--- config.mk ---
export PLATFORM = sky130hd
export DESIGN_NAME = mul_seq_ctrl
export DESIGN_NICKNAME = d
export VERILOG_FILES = /design/src/rtl/mul_pkg.sv /design/src/rtl/mul_seq_step.sv /design/src/rtl/mul_seq_ctrl.sv
export SDC_FILE = /design/constraint.sdc
export NUM_CORES = 1
export LEC_CHECK = 0
export CAP_MARGIN = 0
export CORE_MARGIN = 3
export CORE_UTILIZATION = 35
export DETAILED_ROUTE_END_ITERATION = 10
export RECOVER_POWER = 100
export SLEW_MARGIN = 25
export SYNTH_ARGS = -nofsm -noshare
export SYNTH_HDL_FRONTEND = slang
export SYNTH_SLANG_ARGS = --single-unit
--- constraint.sdc ---
create_clock -name clk -period 3.1 [get_ports clk]
set_clock_uncertainty 0.15 [all_clocks]
set_input_delay 0.62 -clock clk [delete_from_list [all_inputs] [get_ports clk]]
set_output_delay 0.62 -clock clk [all_outputs]
set_load 0.005 [all_outputs]
--- src/rtl/mul_pkg.sv ---
// Shared definitions for the sequential multiplier: state encoding and
// counter sizing.
package mul_pkg;

  localparam logic [1:0] ST_IDLE = 2'd0;
  localparam logic [1:0] ST_RUN  = 2'd1;
  localparam logic [1:0] ST_DONE = 2'd2;

  typedef enum logic [1:0] {
    S_IDLE = ST_IDLE,
    S_RUN  = ST_RUN,
    S_DONE = ST_DONE
  } state_e;

  // One extra bit so the counter can reach WIDTH without wrapping.
  function automatic int CNT_W(input int width);
    return $clog2(width) + 1;
  endfunction

endpackage

--- src/rtl/mul_seq_step.sv ---
// One shift-add iteration: conditionally add the multiplicand into the high
// half, then shift the {carry, high, low} accumulator right by one.
module mul_seq_step #(
  parameter int WIDTH = 32
) (
  input  logic [WIDTH-1:0] acc_hi_i,
  input  logic [WIDTH-1:0] acc_lo_i,
  input  logic [WIDTH-1:0] mcand_i,
  output logic [WIDTH-1:0] acc_hi_o,
  output logic [WIDTH-1:0] acc_lo_o
);

  logic [WIDTH:0] sum;

  always_comb begin
    sum      = acc_lo_i[0] ? ({1'b0, acc_hi_i} + {1'b0, mcand_i}) : {1'b0, acc_hi_i};
    acc_hi_o = sum[WIDTH:1];
    acc_lo_o = {sum[0], acc_lo_i[WIDTH-1:1]};
  end

endmodule

--- src/rtl/mul_seq_ctrl.sv ---
// Iterative unsigned multiplier: one operand pair in, WIDTH shift-add steps,
// full-width product out, each side a valid/ready handshake.
//
// Handshakes: a transfer happens on a rising edge where valid && ready are
// both high; the producer holds valid and data stable until that edge, and
// ready may not depend combinationally on valid.
module mul_seq_ctrl
  import mul_pkg::*;
#(
  parameter int WIDTH     = 32,
  parameter bit ZERO_SKIP = 1'b1
) (
  input  logic                 clk,
  input  logic                 rst_n,
  input  logic                 in_valid,
  output logic                 in_ready,
  input  logic [WIDTH-1:0]     in_a,
  input  logic [WIDTH-1:0]     in_b,
  output logic                 out_valid,
  input  logic                 out_ready,
  output logic [2*WIDTH-1:0]   product,
  output logic                 busy,
  output logic [1:0]           dbg_state_o
);

  localparam int             CW       = CNT_W(WIDTH);
  localparam logic [CW-1:0]  CNT_LAST = CW'(WIDTH - 1);

  state_e                state_q;
  logic [WIDTH-1:0]      mcand_q;
  logic [WIDTH-1:0]      acc_hi_q;
  logic [WIDTH-1:0]      acc_lo_q;
  logic [WIDTH-1:0]      acc_hi_d;
  logic [WIDTH-1:0]      acc_lo_d;
  logic [CW-1:0]         cnt_q;
  logic                  in_ready_q;
  logic                  out_valid_q;
  logic                  busy_q;
  logic [2*WIDTH-1:0]    product_q;
  logic                  zero_op;

  assign zero_op = ZERO_SKIP && ((in_a == '0) || (in_b == '0));

  mul_seq_step #(.WIDTH(WIDTH)) u_step (
    .acc_hi_i (acc_hi_q),
    .acc_lo_i (acc_lo_q),
    .mcand_i  (mcand_q),
    .acc_hi_o (acc_hi_d),
    .acc_lo_o (acc_lo_d)
  );

  always_ff @(posedge clk or negedge rst_n) begin
    if (!rst_n) begin
      state_q     <= S_IDLE;
      mcand_q     <= '0;
      acc_hi_q    <= '0;
      acc_lo_q    <= '0;
      cnt_q       <= '0;
      in_ready_q  <= 1'b1;
      out_valid_q <= 1'b0;
      busy_q      <= 1'b0;
      product_q   <= '0;
    end else begin
      case (state_q)
        S_IDLE: begin
          if (in_valid && in_ready_q) begin
            mcand_q    <= in_a;
            acc_hi_q   <= '0;
            acc_lo_q   <= in_b;
            cnt_q      <= '0;
            in_ready_q <= 1'b0;
            busy_q     <= 1'b1;
            if (zero_op) begin
              state_q     <= S_DONE;
              out_valid_q <= 1'b1;
              product_q   <= '0;
            end else begin
              state_q <= S_RUN;
            end
          end
        end
        S_RUN: begin
          acc_hi_q <= acc_hi_d;
          acc_lo_q <= acc_lo_d;
          cnt_q    <= cnt_q + 1'b1;
          // Product is published only from the final step, never partially.
          if (cnt_q == CNT_LAST) begin
            state_q     <= S_DONE;
            out_valid_q <= 1'b1;
            product_q   <= {acc_hi_d, acc_lo_d};
          end
        end
        S_DONE: begin
          if (out_ready) begin
            state_q     <= S_IDLE;
            out_valid_q <= 1'b0;
            in_ready_q  <= 1'b1;
            busy_q      <= 1'b0;
          end
        end
        default: begin
          state_q     <= S_IDLE;
          out_valid_q <= 1'b0;
          in_ready_q  <= 1'b1;
          busy_q      <= 1'b0;
        end
      endcase
    end
  end

  assign in_ready    = in_ready_q;
  assign out_valid   = out_valid_q;
  assign busy        = busy_q;
  assign product     = product_q;
  assign dbg_state_o = state_q;

endmodule

==> run_results.csv, run 1 <==
group,metric,value,unit
run_status,run_status,"finished, final reports clean",
global_route,largest_net_degree_at_the_start_of_global_routing,67,
cells_and_area,layout_common_cells,"nand2_1, dfrtp_1, o21ai_0",
timing,hold_viol,0,
routing,detailedRoute.firstIterationViolations,492,
cts,tritoncts_num_sinks,171,
timing,hold_ws,324,ps
placement,placement.setup.worst_slack,-353,ps
die,design.die.area,27600,um^2
critical_path,worstPathMaxFanout,15,
cells_and_area,finish.net_count,1187,
run,maxCapViolations,0,
placement,gp_routability_congestion,0.863,
critical_path,reg2reg_to,"product[59]",
cells_and_area,layout.cells.most_common,"nand2_1",
cells_and_area,layout-drive-gt1-share,14.6,%
critical_path,r2r_start,"mcand_q[0]",
cts,cts.root.buffer_cell,"clkbuf_16",
die,die_h,166,um
cells_and_area,layout.filler_cells,2319,
critical_path,reg_to_reg_slack_setup,120,ps
yosys,synth-seq-cells,171,
cells_and_area,n_antenna_cell,0,
cells_and_area,utilization,46.7,%
routing,vias_per_cell,5.23,
die,rows,57,
timing,layout_setup_ws,81.1,ps
cells_and_area,layoutNonFillerInstCount,1422,
power,static_leakage,5.69,nW
die,initial_util,36.2,%
cells_and_area,area_growth,28.9,%
yosys,synth_nets,1032,
cts,clk_pin_slew_worst_paths,70,ps
power,power_total,4.51,mW
yosys,postSynth.topFlopCell,"dfrtp_1",
timing,finalWorstPathRequiredPeriod,3020,ps
cts,cts-buffers-inserted,17,
critical_path,reg2regPathDepth,10,
placement,io_buffers,136,
yosys,mappedNetlistArea,8960,um^2
yosys,async_reset_ff_share,100,%
critical_path,worst-endpoint-arrival,3180,ps
placement,dpl.hpwl,18100,um
routing,routedWlPerCell,17.2,um
global_route,grt_remaining_overflow,0,
yosys,unique_cell_type_count_in_the_yosys_netlist,75,
timing,pins_over_their_slew_limit,0,
yosys,synthesis.yosys.warnings,0,
yosys,seq_area_frac_synth,47.8,%
timing,setup_viol,0,
critical_path,critPathRequiredTime,3270,ps
cts,clock_tree.buffer_depth,2,
routing,drc,0,
routing,routed_wirelength,24400,um
routing,dr_total_vias,7437,
die,ioPinCount,137,
timing,finalCritPeriodShare,97.4,%
cts,htreeDepth,4,
yosys,gate_count_after_technology_mapping,930,
worst_hold_path,min-delay-path-class,"reg2reg",
routing,drtPass1Iterations,5,
critical_path,timing.setup.critical_path_class,"in2reg",
timing,worst-slew-pin-transition,1420,ps
yosys,post_synth.cell_area_avg,9.64,um^2
worst_hold_path,holdCritStartpoint,"product[11]",
critical_path,end_kind,"flip-flop",
routing,drt.antenna.violating_nets,0,
placement,number_of_placed_instances_taps_included,1388,
power,power_density,390,nW/um^2
cts,cts_tree,"built",
global_route,grt_usage,17.8,%
die,floorplan.die.width,166,um
cts,clk_latency,430,ps
timing,max_clock_freq,331,MHz
power,peak_supply_drop,0.257,mV
worst_hold_path,worstHoldPathCells,2,
global_route,antenna_found_initial,0,
yosys,number_of_enable_type_register_cells_in_the_synthesized_netlist,0,
global_route,first_global_vias,7367,
global_route,grt_pass1_wl,40200,um
critical_path,startpoint_type,"input port",
timing,timing.slew.headroom,5.59,%
worst_hold_path,worstHoldEndpoint,"product[11]",
die,core,24700,um^2
==> Yosys cell counts, types with 7 or more instances <==
cell,instances,area share [%]
nor2_1,37,1.5
mux2_2,41,5.2
dfrtp_1,170,47
o21ai_0,76,4.2
nand3_1,43,2.4
nand4_1,12,0.84
nand2_1,203,8.5
a21o_1,31,2.6
inv_1,10,0.42
nor4_1,17,1.2
clkbuf_1,35,1.5
ha_1,33,4.6
mux2i_1,22,2.5
xnor2_1,18,1.8
a21oi_1,33,1.8
o31ai_1,16,1.3
xor2_1,7,0.68
==> routing by layer <==
| layer | vias to the layer above | GRT usage, % | wire [um] | part of all wire [%] |
|---|---|---|---|---|
| met3 | 24 | 3.09 | 855 | 3.5 |
| met4 | 0 | 4.45 | 371 | 1.5 |
| met2 | 135 | 29.1 | 11500 | 47 |
| li1 | 3634 | - | - | - |
| met5 | - | 0 | 0 | 0 |
| met1 | 3644 | 24.9 | 11600 | 48 |
==> critical path: stages <==
cell and delay, ps:
clkdlybuf4s50_1 430, nor4_1 400, nand4_1 300, buf_4 220, nor2_1 170, nor4_1 100, or3_4 440, buf_4 210
mux2_2 280
==> worst max path at each step <==
stage	to	depth (start not counted)	startpoint
after floorplan	product[59]	10	mcand_q[0]
after global placement	product[59]	9	in_a[4]
after detailed placement	product[53]	10	in_a[1]
after CTS	product[59]	10	mcand_q[0]
after global routing	product[59]	10	mcand_q[0]
final	product[61]	9	in_a[5]
==> state kept, by name, summed over array words and instances, names as in the netlist <==
signal	count
dbg_state_o	2
product	64
busy	1
acc_hi_q	32
in_ready	1
mcand_q	32
out_valid	1
cnt_q	6
acc_lo_q	32
==> report_power, final <==
part / internal (mW) / switching [mW] / leakage [nW]
Combinational: 0.0972 / 0.0781 / 3.31
Sequential: 2.23 / 0.000705 / 2.10
Clock: 1.08 / 1.03 / 0.276
==> what timing repair did <==
| item | 4_1_cts | 5_1_grt |
|---|---|---|
| cloned | 0 | 0 |
| setup buffers | 0 | 1 |
| hold endpoints to repair | 10 | 0 |
| endpoints found under the setup margin | 2 | 36 |
| gates resized for setup | 1 | 9 |
| hold buffers | 1 | 0 |
| pin swaps | 0 | 5 |
==> cell families (layout without fill, tap and decap cells) <==
group,after synthesis,count (layout),share of synthesized area (%)
and+or+nand+nor,348,348,17.2
AOI/OAI and AO/OA,225,225,16.6
DFF,171,171,47.8
buffers and inverters,64,232,3.59
muxes,63,63,7.61
adders and majority gates,34,34,4.83
xor gates and xnor gates,25,25,2.44
==> per-stage QoR <==
stage | cell area [um^2] | setup TNS, ps
6_report | 11600 | 0
5_1_grt | 11600 | -9.63
4_1_cts | 11500 | 0
3_5_place_dp | 10900 | -17490
3_3_place_gp | 10900 | -20630
2_1_floorplan | 8960 | 0
==> area by class of cell <==
| cell class | instances | area, um^2 | area share [%] |
|---|---|---|---|
| inverters | 10 | 37.5 | 0.325 |
| clock inverters | 15 | 155 | 1.34 |
| flip-flops and latches | 171 | 4280 | 37.0 |
| clock buffers | 17 | 425 | 3.68 |
| repair buffers | 190 | 1810 | 15.7 |
| multi-input cells | 695 | 4440 | 38.4 |
| well taps | 324 | 405 | 3.51 |
(Power assumes the default switching activity.)
==> run 2: changes to the inputs <==
--- a/config.mk
+++ b/config.mk
@@ -9,6 +9,7 @@
 export CORE_MARGIN = 3
 export CORE_UTILIZATION = 35
 export DETAILED_ROUTE_END_ITERATION = 10
+export PLACE_DENSITY = 0.58
 export RECOVER_POWER = 100
 export SLEW_MARGIN = 25
 export SYNTH_ARGS = -nofsm -noshare
==> constraint.sdc (replaced) <==
create_clock -name clk -period 3.7 [get_ports clk]
set_clock_uncertainty 0.15 [all_clocks]
set_input_delay 0.74 -clock clk [delete_from_list [all_inputs] [get_ports clk]]
set_output_delay 0.74 -clock clk [all_outputs]
set_load 0.005 [all_outputs]
==> run 2 against run 1 <==
Die area did not move. Largest power group unchanged. Clock power shrank 17%. The flow now finishes with violations (max-capacitance violations, max-slew violations). Power is 17% lower. Cell count is 2.3% lower. Largest cell class unchanged. Critical path depth unchanged. First-iteration DRC count increased by 6.9%. Setup slack better by 150 ps.
==> run_results.csv, run 2 (synthesized netlist as in run 1, its figures left out) <==
group,metric,value,unit
die,core,24700,um^2
global_route,antenna_found_initial,0,
timing,timing.slew.headroom,-27.9,%
worst_hold_path,worstHoldEndpoint,"product[17]",
routing,drt.antenna.violating_nets,0,
timing,final.setup.tns,0,ps
power,p_int,2.88,mW
power,switching_share,23.3,%
global_route,first_global_vias,7304,
timing,max_clock_freq,288,MHz
cells_and_area,layout.cells.most_common,"nand2_1",
placement,dpl.hpwl,17800,um
cts,post_cts.repair.setup_buffers,0,
die,die_h,166,um
run_status,violations,"max-capacitance violations, max-slew violations",
placement,placement.setup.worst_slack,-106,ps
power,power_total,3.75,mW
critical_path,end_kind,"flip-flop",
cts,clk_latency,440,ps
timing,setup_viol,0,
critical_path,reg2reg_to,"acc_hi_q[31]",
routing,drc,0,
power,static_leakage,5.46,nW
die,floorplan.die.width,166,um
cells_and_area,finish.net_count,1154,
die,initial_util,36.2,%
worst_hold_path,worstHoldPathCells,2,
run_status,run_status,"finished with violations",
routing,detailedRoute.firstIterationViolations,526,
routing,vias_per_cell,5.24,
cts,tritoncts_num_sinks,171,
placement,gp_routability_congestion,0.881,
routing,routedWlPerCell,17.3,um
critical_path,startpoint_type,"input port",
placement,io_buffers,136,
timing,worst-slew-pin-transition,1920,ps
critical_path,worst-endpoint-arrival,3640,ps
critical_path,r2r_start,"mcand_q[0]",
worst_hold_path,min-delay-path-class,"reg2reg",
worst_hold_path,holdCritStartpoint,"product[17]",
power,fraction_of_power_consumed_by_the_clock_network,46.7,%
global_route,largest_net_degree_at_the_start_of_global_routing,68,
die,rows,57,
power,combinationalPowerShare,3.5,%
cts,cts.root.buffer_cell,"clkbuf_16",
run,maxCapViolations,2,
cells_and_area,layout_common_cells,"nand2_1, dfrtp_1, o21ai_0",
cells_and_area,layout-drive-gt1-share,10.3,%
timing,finalWorstPathRequiredPeriod,3470,ps
timing,hold_viol,0,
power,peak_supply_drop,0.230,mV
cells_and_area,largest_reg_flops,64,
cts,cts-hold-fix-buffers,0,
timing,rsz0062_at_grt,"false",
cts,cts_tree,"built",
timing,pins_over_their_slew_limit,60,
cts,cts-buffers-inserted,17,
critical_path,timing.setup.critical_path_class,"in2reg",
critical_path,critPathRequiredTime,3870,ps
global_route,grt_usage,17.9,%
cells_and_area,area_growth,24.3,%
critical_path,worstPathMaxFanout,33,
cts,clk_pin_slew_worst_paths,70,ps
routing,drtPass1Iterations,5,
die,ioPinCount,137,
global_route,grt_remaining_overflow,0,
timing,hold_ws,320,ps
global_route,grt_pass1_wl,40400,um
cts,total_of_cells_resized_after_clock_tree_synthesis,0,
cts,htreeDepth,4,
critical_path,reg2regPathDepth,10,
critical_path,reg_to_reg_slack_setup,340,ps
cells_and_area,n_antenna_cell,0,
timing,layout_setup_ws,227,ps
cells_and_area,utilization,45.0,%
routing,routed_wirelength,24100,um
timing,finalCritPeriodShare,93.9,%
die,design.die.area,27600,um^2
power,power.share.sequential,49.8,%
routing,dr_total_vias,7278,
cts,clock_tree.buffer_depth,2,
power,total_switching_power,0.873,mW
power,power_density,337,nW/um^2
==> run 2: cell count changes in the layout (fill, tap and decap cells not counted), moves of 2 or more <==
cell      delta
buf_4       -34
clkbuf_4     +2
clkbuf_1     +6
buf_12       -4
clkinv_4     +3
nor4_1       +2
nor4_2       -2
clkbuf_2     -2
inv_8        -4
clkinv_8     -2
==> run 2: critical path, cell delays in order <==
cell	delay, ps
clkdlybuf4s50_1	450
nor4_1	560
nand4_1	160
clkbuf_1	190
nor2_1	280
nor4_1	110
or3_4	440
buf_2	330
mux2_2	350
==> run 2: metrics by stage <==
stage,cell area [um^2],instances
floorplan,8960,930
global placement,10700,1357
detailed placement,10700,1357
CTS,11200,1389
global route,11100,1389
finish,11100,1389
==> run 2: metal layers <==
metal | GRT usage (%) | vias up | wire length (um)
met4 | 5.17 | 0 | 405
met1 | 25.6 | 3533 | 11800
met3 | 3.43 | 30 | 876
met5 | 0 | - | 0
li1 | - | 3567 | -
met2 | 28.0 | 148 | 11000
==> run 2: area by class of cell <==
| class | count | area, um^2 |
|---|---|---|
| clock inverters | 14 | 139 |
| inverters | 10 | 37.5 |
| flip-flops and latches | 171 | 4280 |
| fillers | 2387 | 13600 |
| multi-input cells | 695 | 4360 |
| clock buffers | 18 | 429 |
| repair buffers | 157 | 1500 |
| well taps | 324 | 405 |
==> run 2: worst max path at each step <==
| stage | cells past startpoint | end | startpoint | slack (ps) |
|---|---|---|---|---|
| floorplan | 10 | product[59] | mcand_q[0] | 1020 |
| global placement | 9 | product[52] | in_a[0] | -90 |
| detailed placement | 10 | product[3] | in_a[0] | -110 |
| CTS | 10 | product[11] | in_a[0] | 350 |
| global route | 7 | acc_hi_q[14] | in_valid | 90 |
| finish | 9 | product[35] | in_a[0] | 230 |
==> run 2: power groups by stage <==
| stage | Clock [mW] | Sequential [mW] | Combinational, mW |
|---|---|---|---|
| 2_1_floorplan | 0 | 1.91 | 0.00580 |
| 3_3_place_gp | 0 | 1.91 | 0.139 |
| 3_5_place_dp | 0 | 1.91 | 0.138 |
| 4_1_cts | 1.79 | 1.87 | 0.139 |
| 5_1_grt | 1.87 | 1.87 | 0.145 |
| 6_report | 1.75 | 1.87 | 0.130 |
==> run 3: changes to the inputs <==
--- a/config.mk
+++ b/config.mk
@@ -5,11 +5,12 @@
 export SDC_FILE = /design/constraint.sdc
 export NUM_CORES = 1
 export LEC_CHECK = 0
+export ABC_AREA = 1
 export CAP_MARGIN = 0
 export CORE_MARGIN = 3
 export CORE_UTILIZATION = 35
 export DETAILED_ROUTE_END_ITERATION = 10
-export PLACE_DENSITY = 0.58
+export PLACE_DENSITY = 0.57
 export RECOVER_POWER = 100
 export SLEW_MARGIN = 25
 export SYNTH_ARGS = -nofsm -noshare
==> run 3 against run 2 <==
The run still ends with max-capacitance violations, max-slew violations left. Area after synthesis up 6.6%. Sequential share of layout area is 2.3 points lower. Sequential cell count unchanged. Register-to-register slack improved by 510 ps. Largest power group is now combinational logic. Sequential power up 72%. Cell count up 30%. Critical path depth fell by 1. Critical path type unchanged. Largest cell class unchanged. Maximum frequency is 18% higher. Setup slack improved by 530 ps. Count of clock-buffer cells in the layout down 1. Wire length up 18%. Die area grew 6.4%.
==> run_results.csv, run 3 <==
group,metric,value,unit
run_status,run_status,"finished with violations",
run_status,violations,"max-capacitance violations, max-slew violations",
timing,finalWorstPathRequiredPeriod,2940,ps
cells_and_area,finish.net_count,1555,
timing,final.setup.tns,0,ps
cts,cts-buffers-inserted,17,
placement,gp_routability_congestion,0.929,
yosys,post_synth.cell_area_avg,7.22,um^2
global_route,grt_usage,20.1,%
die,die_h,171,um
critical_path,timing.setup.critical_path_class,"in2reg",
routing,routed_wirelength,28300,um
cts,cts-hold-fix-buffers,0,
yosys,synth-seq-cells,171,
critical_path,end_kind,"flip-flop",
cells_and_area,layout-drive-gt1-share,3.89,%
yosys,number_of_enable_type_register_cells_in_the_synthesized_netlist,0,
routing,vias_per_cell,4.80,
routing,drc,0,
cts,total_of_cells_resized_after_clock_tree_synthesis,0,
placement,number_of_placed_instances_taps_included,1769,
cells_and_area,n_antenna_cell,0,
global_route,antenna_found_initial,1,
global_route,grt_remaining_overflow,0,
timing,layout_setup_ws,755,ps
timing,worst-slew-pin-transition,1690,ps
cts,post_cts.repair.setup_buffers,0,
run,maxCapViolations,1,
yosys,synth_nets,1426,
critical_path,worstPathMaxFanout,33,
critical_path,critPathRequiredTime,3880,ps
timing,max_clock_freq,340,MHz
timing,setup_viol,0,
critical_path,reg2regPathDepth,5,
yosys,mappedNetlistArea,9560,um^2
yosys,most_instantiated_library_cell_after_synthesis,"nand2_1",
cells_and_area,layoutNonFillerInstCount,1801,
cells_and_area,layout.cells.most_common,"nand2_1",
critical_path,critical_path.slowest_cell,"clkbuf_1",
yosys,unique_cell_type_count_in_the_yosys_netlist,40,
cells_and_area,largest_reg_flops,64,
yosys,async_reset_ff_share,100,%
die,rows,59,
die,floorplan.die.width,171,um
global_route,grt_pass1_wl,46100,um
die,core,26400,um^2
worst_hold_path,worstHoldPathCells,2,
yosys,synthesis.yosys.warnings,0,
yosys,postSynth.topFlopCell,"dfrtp_1",
power,peak_supply_drop,0.337,mV
critical_path,startpoint_type,"input port",
yosys,gate_count_after_technology_mapping,1324,
yosys,seq_area_frac_synth,44.8,%
cells_and_area,area_growth,24.1,%
routing,dr_total_vias,8639,
cts,clk_latency,440,ps
cts,cts.root.buffer_cell,"clkbuf_16",
routing,drt.antenna.violating_nets,0,
yosys,synth.top_cells.by_count,"nand2_1, inv_1, dfrtp_1",
die,initial_util,36.2,%
cts,clk_pin_slew_worst_paths,80,ps
global_route,first_global_vias,8584,
cts,htreeDepth,4,
yosys,synth_area_leaders,"dfrtp_1, nand2_1, inv_1",
die,design.die.area,29300,um^2
yosys,synth_top_area_share,44.5,%
cts,clock_tree.buffer_depth,2,
power,power_density,899,nW/um^2
critical_path,crit_chain,"dlygate4sd3_1, nand2_1, nor2_1, clkbuf_1, inv_2, clkbuf_2, nand2_1, nand2_1",
placement,placement.setup.worst_slack,458,ps
cts,tritoncts_num_sinks,171,
worst_hold_path,min-delay-path-class,"reg2reg",
timing,finalCritPeriodShare,79.6,%
placement,io_buffers,136,
timing,timing.slew.headroom,-12.6,%
power,static_leakage,6.24,nW
cts,cts_tree,"built",
routing,routedWlPerCell,15.7,um
cells_and_area,layout_common_cells,"nand2_1, inv_1, dfrtp_1",
global_route,largest_net_degree_at_the_start_of_global_routing,68,
cells_and_area,design_area,11900,um^2
routing,detailedRoute.firstIterationViolations,602,
critical_path,crit_path_frequent_cell,"nand2_1",
timing,rsz0062_at_grt,"false",
yosys,synth_area_leader_cell,"dfrtp_1",
critical_path,worst-endpoint-arrival,3120,ps
timing,pins_over_their_slew_limit,68,
critical_path,cp_slowest_stage_delay,680,ps
routing,drtPass1Iterations,5,
die,ioPinCount,137,
timing,hold_viol,0,
placement,total_cell_area_at_the_placement_stage,11300,um^2
placement,dpl.hpwl,21200,um
run 3: cell count changes after synthesis, moves of 22 or more:
| cell | previous run | this run |
|---|---|---|
| mux2i_1 | 22 | 0 |
| o21ai_0 | 76 | 50 |
| nor2_1 | 37 | 70 |
| a21o_1 | 31 | 1 |
| mux2_2 | 41 | 0 |
| inv_1 | 10 | 186 |
| o21ai_1 | 1 | 39 |
| o211ai_1 | 4 | 33 |
| nand2_1 | 203 | 521 |
| nand3_1 | 43 | 65 |
run 3: final timing paths:
kind,startpoint,endpoint,slack [ps]
setup / recovery,in_valid,mcand_q[28],760
hold / removal,product[56],product[56],330
setup reg to reg,acc_lo_q[0],product[31],850
hold reg to reg,product[56],product[56],330
max in group asynchronous,rst_n,mcand_q[10],970
min in group asynchronous,rst_n,product[8],580
run 3: worst max-delay path, delay by kind of cell:
family	cells	cell delay, ps
buffers and inverters	4	1760
AND/OR/NAND/NOR	4	600
run 3: area by class of cell:
type                    count  area (um^2)
flip-flops and latches    171         4280
multi-input cells         920         4350
repair buffers            153         1450
well taps                 335          419
clock buffers              17          425
clock inverters            15          220
fillers                  2690        14600
inverters                 190          713
run 3: kinds of logic after synthesis:
| family | Yosys count | share of synthesized area, % |
|---|---|---|
| AOI/OAI and AO/OA | 182 | 10.7 |
| xor gates and xnor gates | 12 | 1.10 |
| adders and majority gates | 34 | 4.53 |
| buffers and inverters | 233 | 9.77 |
| DFF | 171 | 44.8 |
| and+or+nand+nor | 692 | 29.1 |
run 3: stage by stage:
step           util (%)  total power [mW]  hold WS [ps]
2_1_floorplan         -              6.95           294
3_3_place_gp       42.6              8.90           318
3_5_place_dp       42.6              8.96           319
4_1_cts            45.1              10.9           173
5_1_grt            44.9              11.7           357
6_report           44.9              10.7           331
run 3: metal layers:
layer	global-route usage, %	share of wire (%)
met1	29.1	49
met2	30.7	44
met3	4.62	5.7
met4	4.58	1.4
met5	0	0.046
run 3: power by group:
group | switching [mW] | internal (mW)
Combinational | 3.53 | 1.98
Sequential | 0.537 | 2.68
Clock | 0.943 | 0.996
